`src/rtl/alu_pkg.sv`:
```
// Shared definitions for the vector ALU issue path: R_ins/opcode/width codes,
// op classes and issue-controller state encodings.
package alu_pkg;

  localparam logic [5:0] VNOP   = 6'd0;
  localparam logic [5:0] VAND   = 6'd1;
  localparam logic [5:0] VOR    = 6'd2;
  localparam logic [5:0] VXOR   = 6'd3;
  localparam logic [5:0] VNOT   = 6'd4;
  localparam logic [5:0] VMOV   = 6'd5;
  localparam logic [5:0] VADD   = 6'd6;
  localparam logic [5:0] VSUB   = 6'd7;
  localparam logic [5:0] VMULEU = 6'd8;
  localparam logic [5:0] VMULOU = 6'd9;
  localparam logic [5:0] VSLL   = 6'd10;
  localparam logic [5:0] VSRL   = 6'd11;
  localparam logic [5:0] VSRA   = 6'd12;
  localparam logic [5:0] VRTTH  = 6'd13;
  localparam logic [5:0] VDIV   = 6'd14;
  localparam logic [5:0] VMOD   = 6'd15;
  localparam logic [5:0] VSQEU  = 6'd16;
  localparam logic [5:0] VSQOU  = 6'd17;
  localparam logic [5:0] VSQRT  = 6'd18;

  localparam logic [5:0] R_ALU     = 6'b101010;
  localparam logic [5:0] LOAD      = 6'b100000;
  localparam logic [5:0] STORE     = 6'b100001;
  localparam logic [5:0] BRANCH_EZ = 6'b100010;
  localparam logic [5:0] BRANCH_NZ = 6'b100011;
  localparam logic [5:0] NOP       = 6'b111100;

  localparam logic [1:0] Width_8  = 2'b00;
  localparam logic [1:0] Width_16 = 2'b01;
  localparam logic [1:0] Width_32 = 2'b10;
  localparam logic [1:0] Width_64 = 2'b11;

  typedef enum logic [1:0] {
    CLS_DROP   = 2'd0,
    CLS_SINGLE = 2'd1,
    CLS_MULTI  = 2'd2
  } op_class_t;

  typedef enum logic [2:0] {
    IDLE    = 3'd0,
    EXEC    = 3'd1,
    MC_GO   = 3'd2,
    MC_WAIT = 3'd3,
    HOLD    = 3'd4
  } state_t;

  function automatic logic is_div_op(input logic [5:0] rins);
    return (rins == VDIV) || (rins == VMOD);
  endfunction

endpackage

```
`src/rtl/alu_op_classify.sv`:
```
// Combinational op classifier: decides whether an instruction runs on the
// single-cycle ALU, the shared multi-cycle unit, or produces no result.
module alu_op_classify
  import alu_pkg::*;
(
  input  logic [0:5] i_op_code,
  input  logic [0:5] i_r_ins,
  output op_class_t  o_class
);

  always_comb begin
    o_class = CLS_DROP;
    if (i_op_code == R_ALU) begin
      case (i_r_ins)
        VAND, VOR, VXOR, VNOT, VMOV, VADD, VSUB,
        VSLL, VSRL, VSRA, VRTTH:                    o_class = CLS_SINGLE;
        VMULEU, VMULOU, VDIV, VMOD, VSQEU, VSQOU,
        VSQRT:                                      o_class = CLS_MULTI;
        default:                                    o_class = CLS_DROP;
      endcase
    end
  end

endmodule

```
`src/rtl/alu_issue_ctrl.sv`:
```
// Issue/sequencing controller between ID/EX and the vector ALU datapath.
// Optional divide-by-zero trap enabled by defining ALU_ISSUE_DIV0_TRAP_EN.
module alu_issue_ctrl
  import alu_pkg::*;
#(
  parameter int DATA_W     = 64,
  parameter int MC_TIMEOUT = 64,
  parameter int CNT_W      = 7
) (
  input  logic              clk,
  input  logic              reset_n,
  input  logic              in_valid,
  output logic              in_ready,
  input  logic [0:5]        op_code,
  input  logic [0:5]        r_ins,
  input  logic [0:1]        ww,
  input  logic [0:DATA_W-1] ra_val,
  input  logic [0:DATA_W-1] rb_val,
  output logic [0:5]        alu_opcode,
  output logic [0:5]        alu_rins,
  output logic [0:1]        alu_ww,
  output logic [0:DATA_W-1] alu_ra,
  output logic [0:DATA_W-1] alu_rb,
  input  logic [0:DATA_W-1] alu_out,
  output logic              mc_start,
  input  logic              mc_done,
  input  logic [0:DATA_W-1] mc_result,
  output logic              res_valid,
  input  logic              res_ready,
  output logic [0:DATA_W-1] res_data,
  output logic              res_err,
  output logic              busy
);

  localparam logic [CNT_W-1:0] CNT_LAST = CNT_W'(MC_TIMEOUT - 1);

  state_t            r_state;
  logic [CNT_W-1:0]  r_cnt;
  logic              r_trap;
  logic              r_mc_start;
  logic              r_res_valid;
  logic              r_res_err;
  logic [0:DATA_W-1] r_res_data;
  logic [0:5]        r_alu_opcode;
  logic [0:5]        r_alu_rins;
  logic [0:1]        r_alu_ww;
  logic [0:DATA_W-1] r_alu_ra;
  logic [0:DATA_W-1] r_alu_rb;

  op_class_t w_class;
  state_t    w_issue_state;
  logic      w_accept;
  logic      w_div0;

  alu_op_classify u_classify (
    .i_op_code (op_code),
    .i_r_ins   (r_ins),
    .o_class   (w_class)
  );

`ifdef ALU_ISSUE_DIV0_TRAP_EN
  localparam int NB = DATA_W / 8;
  logic [NB-1:0] w_byte_zero;
  logic          w_zero_elem;

  for (genvar gi = 0; gi < NB; gi++) begin : g_byte_zero
    assign w_byte_zero[gi] = ~|rb_val[8*gi +: 8];
  end

  // An element is zero when every byte of its group is zero.
  always_comb begin
    int  eb;
    logic grp;
    grp = 1'b0;
    case (ww)
      Width_8:  eb = 1;
      Width_16: eb = 2;
      Width_32: eb = 4;
      default:  eb = 8;
    endcase
    w_zero_elem = 1'b0;
    for (int k = 0; k < NB; k++) begin
      if ((k % eb) == 0) begin
        grp = 1'b1;
        for (int m = 0; m < 8; m++) begin
          if ((m < eb) && ((k + m) < NB)) grp = grp & w_byte_zero[k+m];
        end
        w_zero_elem = w_zero_elem | grp;
      end
    end
  end

  assign w_div0 = (op_code == R_ALU) && is_div_op(r_ins) && w_zero_elem;
`else
  assign w_div0 = 1'b0;
`endif

  always_comb begin
    case (w_class)
      CLS_SINGLE: w_issue_state = EXEC;
      CLS_MULTI:  w_issue_state = MC_GO;
      default:    w_issue_state = IDLE;
    endcase
  end

  assign in_ready = reset_n && ((r_state == IDLE) || ((r_state == HOLD) && res_ready));
  assign w_accept = in_valid && in_ready;

  always_ff @(posedge clk or negedge reset_n) begin
    if (!reset_n) begin
      r_state      <= IDLE;
      r_cnt        <= '0;
      r_trap       <= 1'b0;
      r_mc_start   <= 1'b0;
      r_res_valid  <= 1'b0;
      r_res_err    <= 1'b0;
      r_res_data   <= '0;
      r_alu_opcode <= '0;
      r_alu_rins   <= '0;
      r_alu_ww     <= '0;
      r_alu_ra     <= '0;
      r_alu_rb     <= '0;
    end else begin
      // Start pulse is launched at accept so it is high exactly during MC_GO.
      r_mc_start <= w_accept && (w_class == CLS_MULTI) && !w_div0;
      if (w_accept) begin
        r_alu_opcode <= op_code;
        r_alu_rins   <= r_ins;
        r_alu_ww     <= ww;
        r_alu_ra     <= ra_val;
        r_alu_rb     <= rb_val;
        r_trap       <= w_div0;
      end
      case (r_state)
        IDLE: begin
          if (w_accept) r_state <= w_issue_state;
        end
        EXEC: begin
          r_res_data  <= alu_out;
          r_res_err   <= 1'b0;
          r_res_valid <= 1'b1;
          r_state     <= HOLD;
        end
        MC_GO: begin
          r_cnt <= '0;
          if (r_trap) begin
            r_res_data  <= '1;
            r_res_err   <= 1'b1;
            r_res_valid <= 1'b1;
            r_state     <= HOLD;
          end else begin
            r_state <= MC_WAIT;
          end
        end
        MC_WAIT: begin
          if (mc_done) begin
            r_res_data  <= mc_result;
            r_res_err   <= 1'b0;
            r_res_valid <= 1'b1;
            r_state     <= HOLD;
          end else if (r_cnt == CNT_LAST) begin
            r_res_data  <= '1;
            r_res_err   <= 1'b1;
            r_res_valid <= 1'b1;
            r_state     <= HOLD;
          end else begin
            r_cnt <= r_cnt + CNT_W'(1);
          end
        end
        HOLD: begin
          if (res_ready) begin
            r_res_valid <= 1'b0;
            r_state     <= w_accept ? w_issue_state : IDLE;
          end
        end
        default: r_state <= IDLE;
      endcase
    end
  end

  assign alu_opcode = r_alu_opcode;
  assign alu_rins   = r_alu_rins;
  assign alu_ww     = r_alu_ww;
  assign alu_ra     = r_alu_ra;
  assign alu_rb     = r_alu_rb;
  assign mc_start   = r_mc_start;
  assign res_valid  = r_res_valid;
  assign res_data   = r_res_data;
  assign res_err    = r_res_err;
  assign busy       = (r_state != IDLE);

endmodule

```
`config.mk`:
```
export PLATFORM = sky130hd
export DESIGN_NAME = alu_issue_ctrl
export DESIGN_NICKNAME = d
export VERILOG_FILES = /design/src/rtl/alu_pkg.sv /design/src/rtl/alu_op_classify.sv /design/src/rtl/alu_issue_ctrl.sv
export SDC_FILE = /design/constraint.sdc
export NUM_CORES = 1
export LEC_CHECK = 0
export CAP_MARGIN = 20
export CORE_AREA = 10 10 178 180
export DETAILED_ROUTE_END_ITERATION = 12
export DIE_AREA = 0 0 188 190
export PLACE_DENSITY_LB_ADDON = 0.08
export SLEW_MARGIN = 30
export SYNTH_ARGS = -nofsm -noshare
export SYNTH_HDL_FRONTEND = slang
export SYNTH_SLANG_ARGS = --single-unit
```
`constraint.sdc`:
```
create_clock -name clk -period 4 [get_ports clk]
set_clock_uncertainty 0.2 [all_clocks]
set_input_delay 0.8 -clock clk [delete_from_list [all_inputs] [get_ports clk]]
set_output_delay 0.8 -clock clk [all_outputs]
set_load 0.05 [all_outputs]
```
==> impl_metrics.ini <==
[outcome]
status = completed

[cells_and_area]
nets = 1487
area_growth_pct = 61.5
drive_gt1_share_pct = 19.5
fin_cells = 1617
stdcell_area_um2 = 15700
nFillCells = 2467

[route]
drt-initial-drc-count = 291
wl_per_cell_um = 22.1
route.detailed.drc = 0
totalWireLength_um = 35700
ant_nets = 0
dr.pass1.iters = 6
vias = 7458
avgViaCountPerCell = 4.61

[worst_setup_path]
crit_arrival_ns = 2.48
critPathTopFamily = buffers and inverters
cp_max_fo = 5
worstSetupPathType = in -> out
endpoint_kind = output pin
worst-path-buf-inv = 2
crit_required_ns = 3.00
crit_chain = clkdlybuf4s50_1 > nand2b_1 > and3_1 > clkdlybuf4s50_1
critPathMaxStageDelay_ns = 0.80
crit_path_frequent_cell = clkdlybuf4s50_1
worst_setup_path_start_kind = primary input
crit_slowest_cell = clkdlybuf4s50_1

[clock_tree]
clock_latency_ns = 0.51
cts.sinks = 219
cts_setup_buffers = 0
postCtsHoldBufs = 0
cts_tree = done
cts_buffers = 26
cts_root_buf = clkbuf_16
path_clk_slew_ns = 0.06
cts_buffer_depth = 3
cts_resized = 0
htreeDepth = 1

[logic_synthesis]
synth.cell_area_um2 = 9740
yosysWarnings = 0
syn_inst = 734
ys_types = 41
async_flop_share_pct = 100
synth_edf_count = 0
synth.avg_cell_area_um2 = 13.3
synth.top_cells.by_count = 219 x dfrtp_1, 112 x mux2_2, 69 x inv_1, 69 x mux2_4
ys_ff_latch = 219
syn-num-nets = 1010
synth_ff_type = dfrtp_1
synth_area_leader_cell = dfrtp_1
synth.area.top_cells = dfrtp_1 56%, mux2_2 13%, mux2_4 11%
synth.top_cell.area_share_pct = 56.3
yosysMostFrequentCell = dfrtp_1
ys_seq_area_share_pct = 56.3

[placed_design]
io_buffers = 485
gp_congestion = 0.798
placed_area_um2 = 14800
dp_cells = 1567
dpl.hpwl_um = 27700

[sta]
fmax_ghz = 0.287
slew_viol_final = 0
slew_headroom_pct = 40.0
rsz0062_at_grt = no
setup_violations = 0
hold_viol_final = 0
tightest_slew_ns = 0.897
final.min_clock_period_ns = 3.48
fin_crit_sh_pct = 87.1
timing.setup.tns_ns = 0

[floorplanning]
core_um2 = 28200
die_h_um = 190
initial_core_util_pct = 34.5
row_count = 62
die_area_um2 = 35700
dieWidth_um = 188
io_pins = 486

[global_route]
track_usage_pct = 18.9
antenna_found_initial = 2
grt_pass1_vias = 7749
gr-total-overflow = 0
grt_pass1_wl_um = 52100
grt_max_degree = 82

[run]
cap_violations = 0

[power_and_ir_drop]
peakVddDrop_mv = 0.492
powerDensity_nw_per_um2 = 780
power.total_mw = 12.3
leakagePower_nw = 6.77

[min_path]
hp-class = in -> async
## per-layer routing
layer / routed length (um) / track usage (%) / vias to the layer above
li1: - / - / 3497
met1: 13900 / 21.8 / 3596
met2: 17300 / 31.5 / 337
met3: 4180 / 9.52 / 28
met4: 412 / 3.29 / 0
met5: 0 / 0 / -
## worst register-to-register path, cell delays in order (launching register included)
cell      delay (ns)
dfrtp_1         0.49
and3b_4         0.73
o211ai_1        0.52
or3_1           0.48
a21boi_1        0.14
## state kept, by name (all words and copies together), names as in the netlist
register    count
alu_ww          2
alu_rb         64
alu_ra         64
res_err         1
res_valid       1
r_state         3
alu_rins        6
alu_opcode      6
mc_start        1
res_data       64
r_cnt           7
## worst paths after layout
check | start | end | slack (ns) | cells past startpoint
max | res_ready | in_ready | 0.52 | 4
min | reset_n | res_data[44] | 0.16 | 2
max reg2reg | r_state[2] | r_cnt[4] | 1.37 | 4
min reg2reg | res_data[8] | res_data[8] | 0.29 | 1
max in group asynchronous | reset_n | alu_rb[48] | 2.10 | 3
min in group clk | res_data[8] | res_data[8] | 0.29 | 1
## area by class of cell
type	instances	area, um2	area share, %
diodes	2	5.00	0.0318
clock buffers	43	816	5.19
inverters	69	259	1.65
multi-input cells	399	3650	23.2
well taps	384	480	3.06
clock inverters	5	53.8	0.342
flip-flops and latches	219	5480	34.9
repair buffers	496	4980	31.7
## kinds of logic after synthesis
group                      share of synthesized area [%]
DFF                                                 56.3
muxes                                               26.6
buffers and inverters                               6.41
and+or+nand+nor                                     4.81
AOI/OAI and AO/OA                                   5.68
xor gates and xnor gates                          0.0900
adders and majority gates                          0.128
## metrics by stage
step	util, %	setup slack, ns	hold WS (ns)
2_1_floorplan	-	1.63	0.284
3_3_place_gp	52.6	0.504	0.274
3_5_place_dp	52.6	0.505	0.281
4_1_cts	55.6	0.500	0.165
5_1_grt	55.7	0.473	0.172
6_report	55.7	0.515	0.157
## placed cells by master, fill, tap and decap left out, types with 2 or more instances in the layout
cell	netlist	final
a21oi_1	6	6
a31oi_1	66	66
and3_1	5	4
buf_12	0	3
buf_4	12	7
clkbuf_1	8	8
clkbuf_16	0	27
clkbuf_8	0	8
clkdlybuf4s50_1	0	483
clkinv_2	0	3
dfrtp_1	219	219
diode_2	0	2
inv_1	69	69
mux2_1	25	25
mux2_2	112	112
mux2_4	69	69
nand2_1	6	6
nand2b_1	3	3
nand3_1	8	8
nor2_1	66	66
nor2_2	2	2
nor3_1	2	2
o211ai_1	2	2
o21a_1	2	2
o21ai_0	4	4
o31ai_1	2	2
or3_1	2	2
## where the power goes
group	total [mW]	leakage [nW]	switching, mW	internal, mW
Combinational	6.44	3.74	4.03	2.41
Sequential	3.46	2.60	0.433	3.03
Clock	2.36	0.430	0.916	1.45
Total	12.3	6.77	5.38	6.89
Power figures use the tool's default switching activity.
